--- src/rtl/opl3_i2s_tx.sv ---
// OPL3 four-channel capture, saturating stereo mix, frame FIFO and Philips I2S serialiser.
// Optional build macro OPL3_I2S_MONO_EN folds all four channels into a mono L = R mix.
module opl3_i2s_tx #(
    parameter int unsigned CLK_DIV    = 8,
    parameter int unsigned FIFO_DEPTH = 4
) (
    input  logic                          clk_i,
    input  logic                          rst_i,
    input  logic                          enable_i,
    input  logic                          clr_flags_i,
    input  logic [15:0]                   channel_a_i,
    input  logic [15:0]                   channel_b_i,
    input  logic [15:0]                   channel_c_i,
    input  logic [15:0]                   channel_d_i,
    input  logic                          sample_clk_i,
    output logic                          i2s_bclk_o,
    output logic                          i2s_lrclk_o,
    output logic                          i2s_data_o,
    output logic [$clog2(FIFO_DEPTH):0]   level_o,
    output logic                          overflow_o,
    output logic                          underrun_o
);

    localparam int unsigned AW = $clog2(FIFO_DEPTH);

    typedef enum logic {IDLE, RUN} state_t;

    function automatic logic [15:0] sat16(input logic signed [17:0] v);
        if (v > 18'sd32767)       return 16'h7FFF;
        else if (v < -18'sd32768) return 16'h8000;
        else                      return v[15:0];
    endfunction

    // Capture: 2-flop synchroniser plus edge flop
    logic sync1_q, sync2_q, edge_q;
    logic cap_pulse;

    always_ff @(posedge clk_i or posedge rst_i) begin
        if (rst_i) begin
            sync1_q <= 1'b0;
            sync2_q <= 1'b0;
            edge_q  <= 1'b0;
        end else begin
            sync1_q <= sample_clk_i;
            sync2_q <= sync1_q;
            edge_q  <= sync2_q;
        end
    end

    assign cap_pulse = sync2_q & ~edge_q;

    logic [15:0] mix_l, mix_r;
`ifdef OPL3_I2S_MONO_EN
    logic signed [17:0] sum_m;
    logic signed [17:0] half_m;
    assign sum_m  = {{2{channel_a_i[15]}}, channel_a_i} + {{2{channel_b_i[15]}}, channel_b_i}
                  + {{2{channel_c_i[15]}}, channel_c_i} + {{2{channel_d_i[15]}}, channel_d_i};
    assign half_m = sum_m >>> 1;
    assign mix_l  = sat16(half_m);
    assign mix_r  = mix_l;
`else
    logic [16:0] sum_l, sum_r;
    assign sum_l = {channel_a_i[15], channel_a_i} + {channel_c_i[15], channel_c_i};
    assign sum_r = {channel_b_i[15], channel_b_i} + {channel_d_i[15], channel_d_i};
    assign mix_l = sat16({sum_l[16], sum_l});
    assign mix_r = sat16({sum_r[16], sum_r});
`endif

    logic        mix_valid_q;
    logic [31:0] frame_q;

    always_ff @(posedge clk_i or posedge rst_i) begin
        if (rst_i) begin
            mix_valid_q <= 1'b0;
            frame_q     <= '0;
        end else begin
            mix_valid_q <= cap_pulse;
            if (cap_pulse) frame_q <= {mix_l, mix_r};
        end
    end

    // FIFO
    logic [31:0]   mem [FIFO_DEPTH];
    logic [AW-1:0] wr_ptr_q, rd_ptr_q;
    logic [AW:0]   count_q;
    logic          empty, full, load, do_push, do_pop;
    logic [31:0]   head_w;

    state_t      state_q;
    logic [7:0]  div_q;
    logic [4:0]  p_q;
    logic        bclk_q;
    logic [31:0] sr_q;
    logic        fall_tick;

    assign empty     = (count_q == '0);
    assign full      = (count_q == (AW+1)'(FIFO_DEPTH));
    assign fall_tick = (state_q == RUN) && enable_i && (div_q == 8'(CLK_DIV - 1)) && bclk_q;
    assign load      = fall_tick && (p_q == 5'd0);
    assign do_pop    = load && !empty;
    assign do_push   = enable_i && mix_valid_q && (!full || do_pop);
    assign head_w    = empty ? '0 : mem[rd_ptr_q];

    always_ff @(posedge clk_i or posedge rst_i) begin
        if (rst_i) begin
            wr_ptr_q <= '0;
            rd_ptr_q <= '0;
            count_q  <= '0;
        end else if (!enable_i) begin
            wr_ptr_q <= '0;
            rd_ptr_q <= '0;
            count_q  <= '0;
        end else begin
            if (do_push) wr_ptr_q <= wr_ptr_q + AW'(1);
            if (do_pop)  rd_ptr_q <= rd_ptr_q + AW'(1);
            if (do_push && !do_pop)      count_q <= count_q + (AW+1)'(1);
            else if (do_pop && !do_push) count_q <= count_q - (AW+1)'(1);
        end
    end

    always_ff @(posedge clk_i) begin
        if (do_push) mem[wr_ptr_q] <= frame_q;
    end

    assign level_o = count_q;

    // Sticky flags: a set event in the same cycle as a clear wins
    always_ff @(posedge clk_i or posedge rst_i) begin
        if (rst_i) begin
            overflow_o <= 1'b0;
            underrun_o <= 1'b0;
        end else begin
            if (enable_i && mix_valid_q && full && !do_pop) overflow_o <= 1'b1;
            else if (clr_flags_i)                           overflow_o <= 1'b0;
            if (load && empty)    underrun_o <= 1'b1;
            else if (clr_flags_i) underrun_o <= 1'b0;
        end
    end

    // Serialiser: data and lrclk move only on BCLK falling edges
    always_ff @(posedge clk_i or posedge rst_i) begin
        if (rst_i) begin
            state_q     <= IDLE;
            div_q       <= '0;
            p_q         <= '0;
            bclk_q      <= 1'b0;
            i2s_lrclk_o <= 1'b0;
            i2s_data_o  <= 1'b0;
            sr_q        <= '0;
        end else begin
            case (state_q)
                RUN: begin
                    if (!enable_i) begin
                        state_q     <= IDLE;
                        div_q       <= '0;
                        p_q         <= '0;
                        bclk_q      <= 1'b0;
                        i2s_lrclk_o <= 1'b0;
                        i2s_data_o  <= 1'b0;
                        sr_q        <= '0;
                    end else if (div_q == 8'(CLK_DIV - 1)) begin
                        div_q  <= '0;
                        bclk_q <= ~bclk_q;
                        if (bclk_q) begin
                            p_q         <= p_q + 5'd1;
                            i2s_lrclk_o <= (p_q + 5'd1) >= 5'd16;
                            if (p_q == 5'd0) begin
                                i2s_data_o <= head_w[31];
                                sr_q       <= {head_w[30:0], 1'b0};
                            end else begin
                                i2s_data_o <= sr_q[31];
                                sr_q       <= {sr_q[30:0], 1'b0};
                            end
                        end
                    end else begin
                        div_q <= div_q + 8'd1;
                    end
                end
                default: begin
                    div_q       <= '0;
                    p_q         <= '0;
                    bclk_q      <= 1'b0;
                    i2s_lrclk_o <= 1'b0;
                    i2s_data_o  <= 1'b0;
                    sr_q        <= '0;
                    if (enable_i) state_q <= RUN;
                end
            endcase
        end
    end

    assign i2s_bclk_o = bclk_q;

endmodule

--- config.mk ---
export PLATFORM = sky130hd
export DESIGN_NAME = opl3_i2s_tx
export DESIGN_NICKNAME = d
export VERILOG_FILES = /design/src/rtl/opl3_i2s_tx.sv
export SDC_FILE = /design/constraint.sdc
export NUM_CORES = 1
export LEC_CHECK = 0
export BUFFER_PORTS_ARGS = -buffer_cell sky130_fd_sc_hd__buf_4
export CAP_MARGIN = 20
export CORE_MARGIN = 2
export CORE_UTILIZATION = 40
export DETAILED_ROUTE_END_ITERATION = 7
export PLACE_DENSITY = 0.6
export REMOVE_ABC_BUFFERS = 1
export SLEW_MARGIN = 20
export SYNTH_ARGS = -nofsm -noshare
export SYNTH_HDL_FRONTEND = slang
export SYNTH_SLANG_ARGS = --single-unit
--- constraint.sdc ---
create_clock -name clk_i -period 4.21 [get_ports clk_i]
set_clock_uncertainty 0.2 [all_clocks]
set_input_delay 0.421 -clock clk_i [delete_from_list [all_inputs] [get_ports clk_i]]
set_output_delay 0.421 -clock clk_i [all_outputs]
set_load 0.02 [all_outputs]
# Word-level counts from Yosys, hierarchy flattened
# Memory sizes are Yosys's and may differ from the RTL's.
# Cells that the tools add are included.
# word_totals
memories	1
inputBits	69
ramBits	128
regBits	94
out_inout_bits	8
# op_classes
magnitude_cmp	5
add_sub_neg	8
n_reduce_logical	22
eq_ne	7
bitwise_logic	3
mux	42
# mem_list
memory	depth	word_bits	read_ports	rd_ports_with_merged_regs	write_ports	line_no	rtl
mem	4	32	1	0	1	83	logic [31:0] mem [FIFO_DEPTH];
# op_table
op	n
$mux 32	6
$mux 16	4
$add 16x16->17	2
$gt 17x16->1 const B	2
$lt 17x16->1 const B	2
$mux 8	3
$mux 5	4
$mux 1	18
$logic_and 1x1->1	12
$mux 3	3
$add 8x1->8 const B	1
$eq 8x3->1 const B	1
$mux 2	4
$ne 3x2->1 const B	2
$add 5x1->5 const B	1
$ge 5x5->1 const B	1
$logic_not 5->1	1
$add 2x1->2 const B	2
$logic_not 1->1	4
$ne 2x1->1 const B	2
$reduce_bool 2->1	2
$add 3x1->3 const B	1
$eq 3x3->1 const B	1
$logic_not 3->1	1
6 further kinds	7

# Depth between registers and ports, before layout
# logic_depth
depth_word	12
depth_mapped	13
mapped_depth_nobuf	13

# Worst setup path before layout
# OpenSTA, ideal clock, no wires.
# synth_path
path_type	register -> register
start	reg p_q[0]
end	reg count_q[2], in the netlist level_o[2]
period_less_slack_ps	3209
stages_incl_launch_ff	14
required_ps	3891
n_path_buf	2
arrival_time_ps	2890
setup_slack_ps	1001
path_cell_list	dfrtp_1 -> inv_1 -> ha_1 -> or4b_1 -> clkbuf_1 -> nor2_1 -> clkbuf_1 -> nand2_1 -> o21a_1 -> fa_1 -> nand2_1 -> o32a_1 -> o21ai_1 -> o21a_1
# synth_via
elab_chain_cells	8
# synth_rtl
element	line_no	rtl
start, declared	91	logic [4:0] p_q;
start signal, assigned	165	p_q <= p_q + 5'd1;
$logic_not 5->1 (*)	99	assign load = fall_tick && (p_q == 5'd0);
$logic_and 1x1->1 (*)	99	
$logic_and 1x1->1 (*)	100	assign do_pop = load && !empty;
$logic_or 1x1->1	101	assign do_push = enable_i && mix_valid_q && (!full || do_pop);
$logic_and 1x1->1	101	
$logic_not 1->1 or $logic_and 1x1->1 (tied branches)	117, 116	
$logic_and 1x1->1 or $mux 3 (tied branches)	117, 116	
$ne 3x1->1 (no line) or $mux 3 (tied branches)	n/a	
end signal, assigned	116	if (do_push && !do_pop) count_q <= count_q + (AW+1)'(1);
end signal, assigned	117	else if (do_pop && !do_push) count_q <= count_q - (AW+1)'(1);
end, declared	85	logic [AW:0] count_q;
# Mark *: on every way between the ends. The rest lies on a longest branch, timed or not.
# A chain may end at the register's enable or synchronous reset.

# Worst setup path in the final report
# layout_path
start	reg div_q[6]
end	reg count_q[1], in the netlist level_o[1]
# layout_via
elab_chain_cells	10
# layout_rtl
element	line_no	rtl
start, declared	90	logic [7:0] div_q;
start signal, assigned	176	div_q <= div_q + 8'd1;
$eq 8x3->1 (*)	98	assign fall_tick = (state_q == RUN) && enable_i && (div_q == 8'(CLK_DIV - 1)) && bclk_q;
$logic_and 1x1->1 (*) (2 in a row)	98	
$logic_and 1x1->1 (*)	99	
$logic_and 1x1->1 (*)	100	
$logic_or 1x1->1	101	
$logic_and 1x1->1	101	
$logic_not 1->1 or $logic_and 1x1->1 (tied branches)	117, 116	
$logic_and 1x1->1 or $mux 3 (tied branches)	117, 116	
$ne 3x1->1 (no line) or $mux 3 (tied branches)	n/a	
# Marks and branches as above.

==> results by group <==
Critical path
  – Element type at the critical path end: flop
  – WP data required: 4.43 ns
  – Beginning of the worst register-to-register path: div_q[6]
  – Highest fanout seen on the critical path: 7
  – Last element of the critical path: level_o[1]
  – Data arrival time of the critical path: 3.35 ns
  – Endpoint of the worst-slack reg-to-reg timing path: level_o[1]
  – Category of the most critical setup path: reg2reg
  – Kind of start point of the critical path: flop
  – Worst reg2reg path depth: 11
  – R2r setup slk: 1.08 ns
  – Launch point of the worst path: div_q[6]

Job
  – Max_cap viols: 0

Clock network
  – TritonCTS buffer count: 24
  – CTS tree: yes
  – Number of post-CTS setup repair buffers: 0
  – Clock network latency to the later pin of the worst-skew pair: 0.51 ns
  – Resized cells post-CTS: 0
  – CTS Buffer Depth: 3
  – Max H-tree Level: 1
  – Clock-pin slew on the worst setup and hold paths: 0.06 ns
  – Number of sinks driven by the clock tree: 220
  – Root Buffer Master: clkbuf_16

STA
  – Total negative slack for setup checks: 0 ns
  – Max Clk Rate: 320 MHz
  – Clock period minus final worst setup slack: 3.13 ns
  – Number of setup violations in the final report: 0
  – Final clock period utilization by the worst path: 74.3%
  – Headroom to the max-slew limit: 40.4%
  – Transition time of the tightest slew-check pin: 0.894 ns
  – Hold Violations, Final: 0
  – Max-slew violation count: 0
  – Unrepaired setup endpoints after global routing: false

Logic synthesis
  – Post-synth design cell area: 10400 sq um
  – Share of flip-flops with an asynchronous set or reset after synthesis: 41.8%
  – Number of distinct library cells after synthesis: 70
  – Avg Inst Size Synth: 13.3 sq um
  – Area share of the largest cell type after synthesis: 36.8%
  – EDFF count, synth: 128
  – Number of register bits inferred by synthesis: 220
  – Cell type with the largest total area after synthesis: edfxtp_1
  – Yosys warning total: 0
  – Number of instances in the synthesized netlist: 788
  – Sequential area share after synthesis: 58.9%
  – Most area-consuming cells after synthesis: edfxtp_1 37%, dfrtp_1 22%, mux4_2 6.9%, ha_1 4.7%, a221oi_1 2.6%
  – Primary FF master, synth: edfxtp_1

Routing
  – WL final: 20000 um
  – Total via count after detailed routing: 6424
  – Number of routed nets with antenna violations: 0
  – Via density per instance: 5.26
  – Violation count after the first detailed-routing iteration: 360
  – Residual DRC: 0
  – Routed length per instance: 16.4 um
  – Number of detailed-route iterations in the first pass: 4

Layout
  – Share of layout cells above drive strength 1: 21.1%
  – Area Overhead vs Synth: 17.0%
  – Final cell count without fillers: 1221
  – Most frequent standard cell in the layout excluding fill and tap cells: edfxtp_1
  – Most used cells in the layout excluding fill and tap cells: 128 x edfxtp_1, 90 x dfrtp_1, 90 x buf_4
  – Final #Nets: 979
  – Diodes inserted: 0
  – Number of fill cells in the layout: 2325

Global routing
  – Overall overflow remaining after global route: 0
  – Global-route usage over all layers: 15.4%
  – Global-route wire length before repair: 33600 um
  – Largest net degree at the start of global routing: 53
  – Antenna violations before repair: 0
  – Via count of the first global-routing pass: 6403

Power and ir drop
  – Relative contribution of sequential cells to total power: 49.3%
  – Max IR drop VDD: 0.248 mV
  – Static power due to leakage: 4.68 nW
  – Power dissipated by switching net loads: 0.00123 W
  – Internal power summed over all cells: 0.00406 W
  – Total power per unit cell area: 433 nW/um^2
  – Fraction of power consumed by combinational cells: 11.1%
  – Switch share: 23.3%
  – Clock Power Share: 39.7%

Outcome
  – Result of the run: finished, final reports clean

Floorplanning
  – Starting utilization of the core area: 40.4%
  – Die Y-Extent: 166 um
  – DIE AREA: 27400 sq um
  – Ports: 77
  – Std-Cell Rows: 59
  – Die width: 166 um
  – Standard cell core area: 25800 sq um

Placed design
  – # placed instances: 1173
  – Routability congestion estimate: 0.769
  – Count of port buffers added during placement: 76
  – HPWL after detailed placement: 12800 um

Min path
  – Worst hold path class: reg2reg
## through the flow
stage	hold WS, ns	utilization (%)	instance area [sq um]	power (W)	setup WS [ns]
3_3_place_gp	0.135	44.0	11400	0.00323	0.975
5_1_grt	0.163	47.3	12200	0.00552	0.774
4_1_cts	0.155	47.3	12200	0.00535	1.03
6_report	0.151	47.3	12200	0.00529	1.08
3_5_place_dp	0.142	44.0	11400	0.00324	0.918
2_1_floorplan	0.131	-	10300	0.00302	0.0854
## synthesized netlist by cell type, drive strengths merged (2+ instances only)
library cell / count
a31oi: 2
or2: 3
maj3: 18
o22ai: 4
a2111oi: 2
a41oi: 2
edfxtp: 128
a211o: 3
clkbuf: 30
dfrtp: 92
o211ai: 3
a22o: 7
a21oi: 27
a221o: 2
or3: 3
a211oi: 3
xnor2: 20
o21a: 5
nor2: 61
fa: 3
nand3: 13
nor3: 40
inv: 23
and2: 10
nand4: 4
a221oi: 33
buf: 10
a41o: 2
xor2: 19
nor2b: 6
mux4: 32
nand2: 50
o21bai: 5
o311ai: 2
and3: 8
a21o: 8
nand2b: 7
o21ai: 43
ha: 39
o221ai: 2
## layer usage
metal / vias to the layer above / part of all wire, % / global-route usage (%) / wire, um
met5: - / 0 / 0 / 0
met2: 121 / 46 / 25.0 / 9210
met4: 0 / 1.6 / 3.61 / 310
li1: 3144 / - / - / -
met1: 3134 / 48 / 22.4 / 9650
met3: 25 / 4.1 / 1.80 / 828
## worst max-delay path: stages (launching register included)
cell and delay (ns):
dfrtp_1 0.41, or4_4 0.56, nor3_4 0.22, nand2_2 0.08, nor2_1 0.14, a21oi_1 0.08, nor2_1 0.29, o21a_1 0.21
fa_1 0.44, a21oi_1 0.14, o221ai_1 0.12, a21oi_1 0.15
## final cells by class
| type | count | area (sq um) | share of cell area [%] |
|---|---|---|---|
| inverters | 23 | 87.6 | 0.717 |
| flip-flops and latches | 220 | 6150 | 50.3 |
| clock buffers | 33 | 676 | 5.53 |
| repair buffers | 94 | 716 | 5.86 |
| multi-input cells | 505 | 4040 | 33.1 |
| clock inverters | 11 | 128 | 1.04 |
| well taps | 335 | 419 | 3.43 |
## flip-flops by register name (all words and copies together), names as in the netlist
signal and count:
mix_valid_q 1, state_q 1, edge_q 1, underrun_o 1, overflow_o 1, wr_ptr_q 2, sync2_q 1, rd_ptr_q 2
p_q 4, i2s_bclk_o 1, i2s_lrclk_o 1, frame_q 32, div_q 8, level_o 3, sr_q 31, mem 128
sync1_q 1, i2s_data_o 1
## worst min path at each step
| stage | start | depth (start not counted) | endpoint | slack, ns |
|---|---|---|---|---|
| floorplan | sync1_q | 0 | sync2_q | 0.13 |
| global placement | sync1_q | 0 | sync2_q | 0.14 |
| detailed placement | sync1_q | 0 | sync2_q | 0.14 |
| CTS | sync1_q | 0 | sync2_q | 0.15 |
| global route | sync1_q | 0 | sync2_q | 0.16 |
| finish | sync1_q | 0 | sync2_q | 0.15 |
## timing repair
item,in CTS,in global routing
endpoints found under the setup margin,0,0
hold buffers,4,0
endpoints found under the hold margin,46,0
## power by group through the flow
stage                     clock, W  sequential (W)  combinational, W
after global placement           0         0.00264          0.000589
after detailed placement         0         0.00265          0.000592
after floorplan                  0         0.00259          0.000431
after global routing       0.00222         0.00263          0.000667
after CTS                  0.00214         0.00261          0.000597
final                      0.00210         0.00260          0.000586
## cell families (layout without fill, tap and decap cells)
group,count (synthesis),after routing,synth area share [%]
AOI/OAI and AO/OA,161,161,11.2
adders and majority gates,60,60,7.08
and+or+nand+nor,212,212,9.83
buffers and inverters,63,161,2.50
xor gates and xnor gates,39,39,3.52
DFF,220,220,58.9
muxes,33,33,7.05
Power figures use the tool's default switching activity.
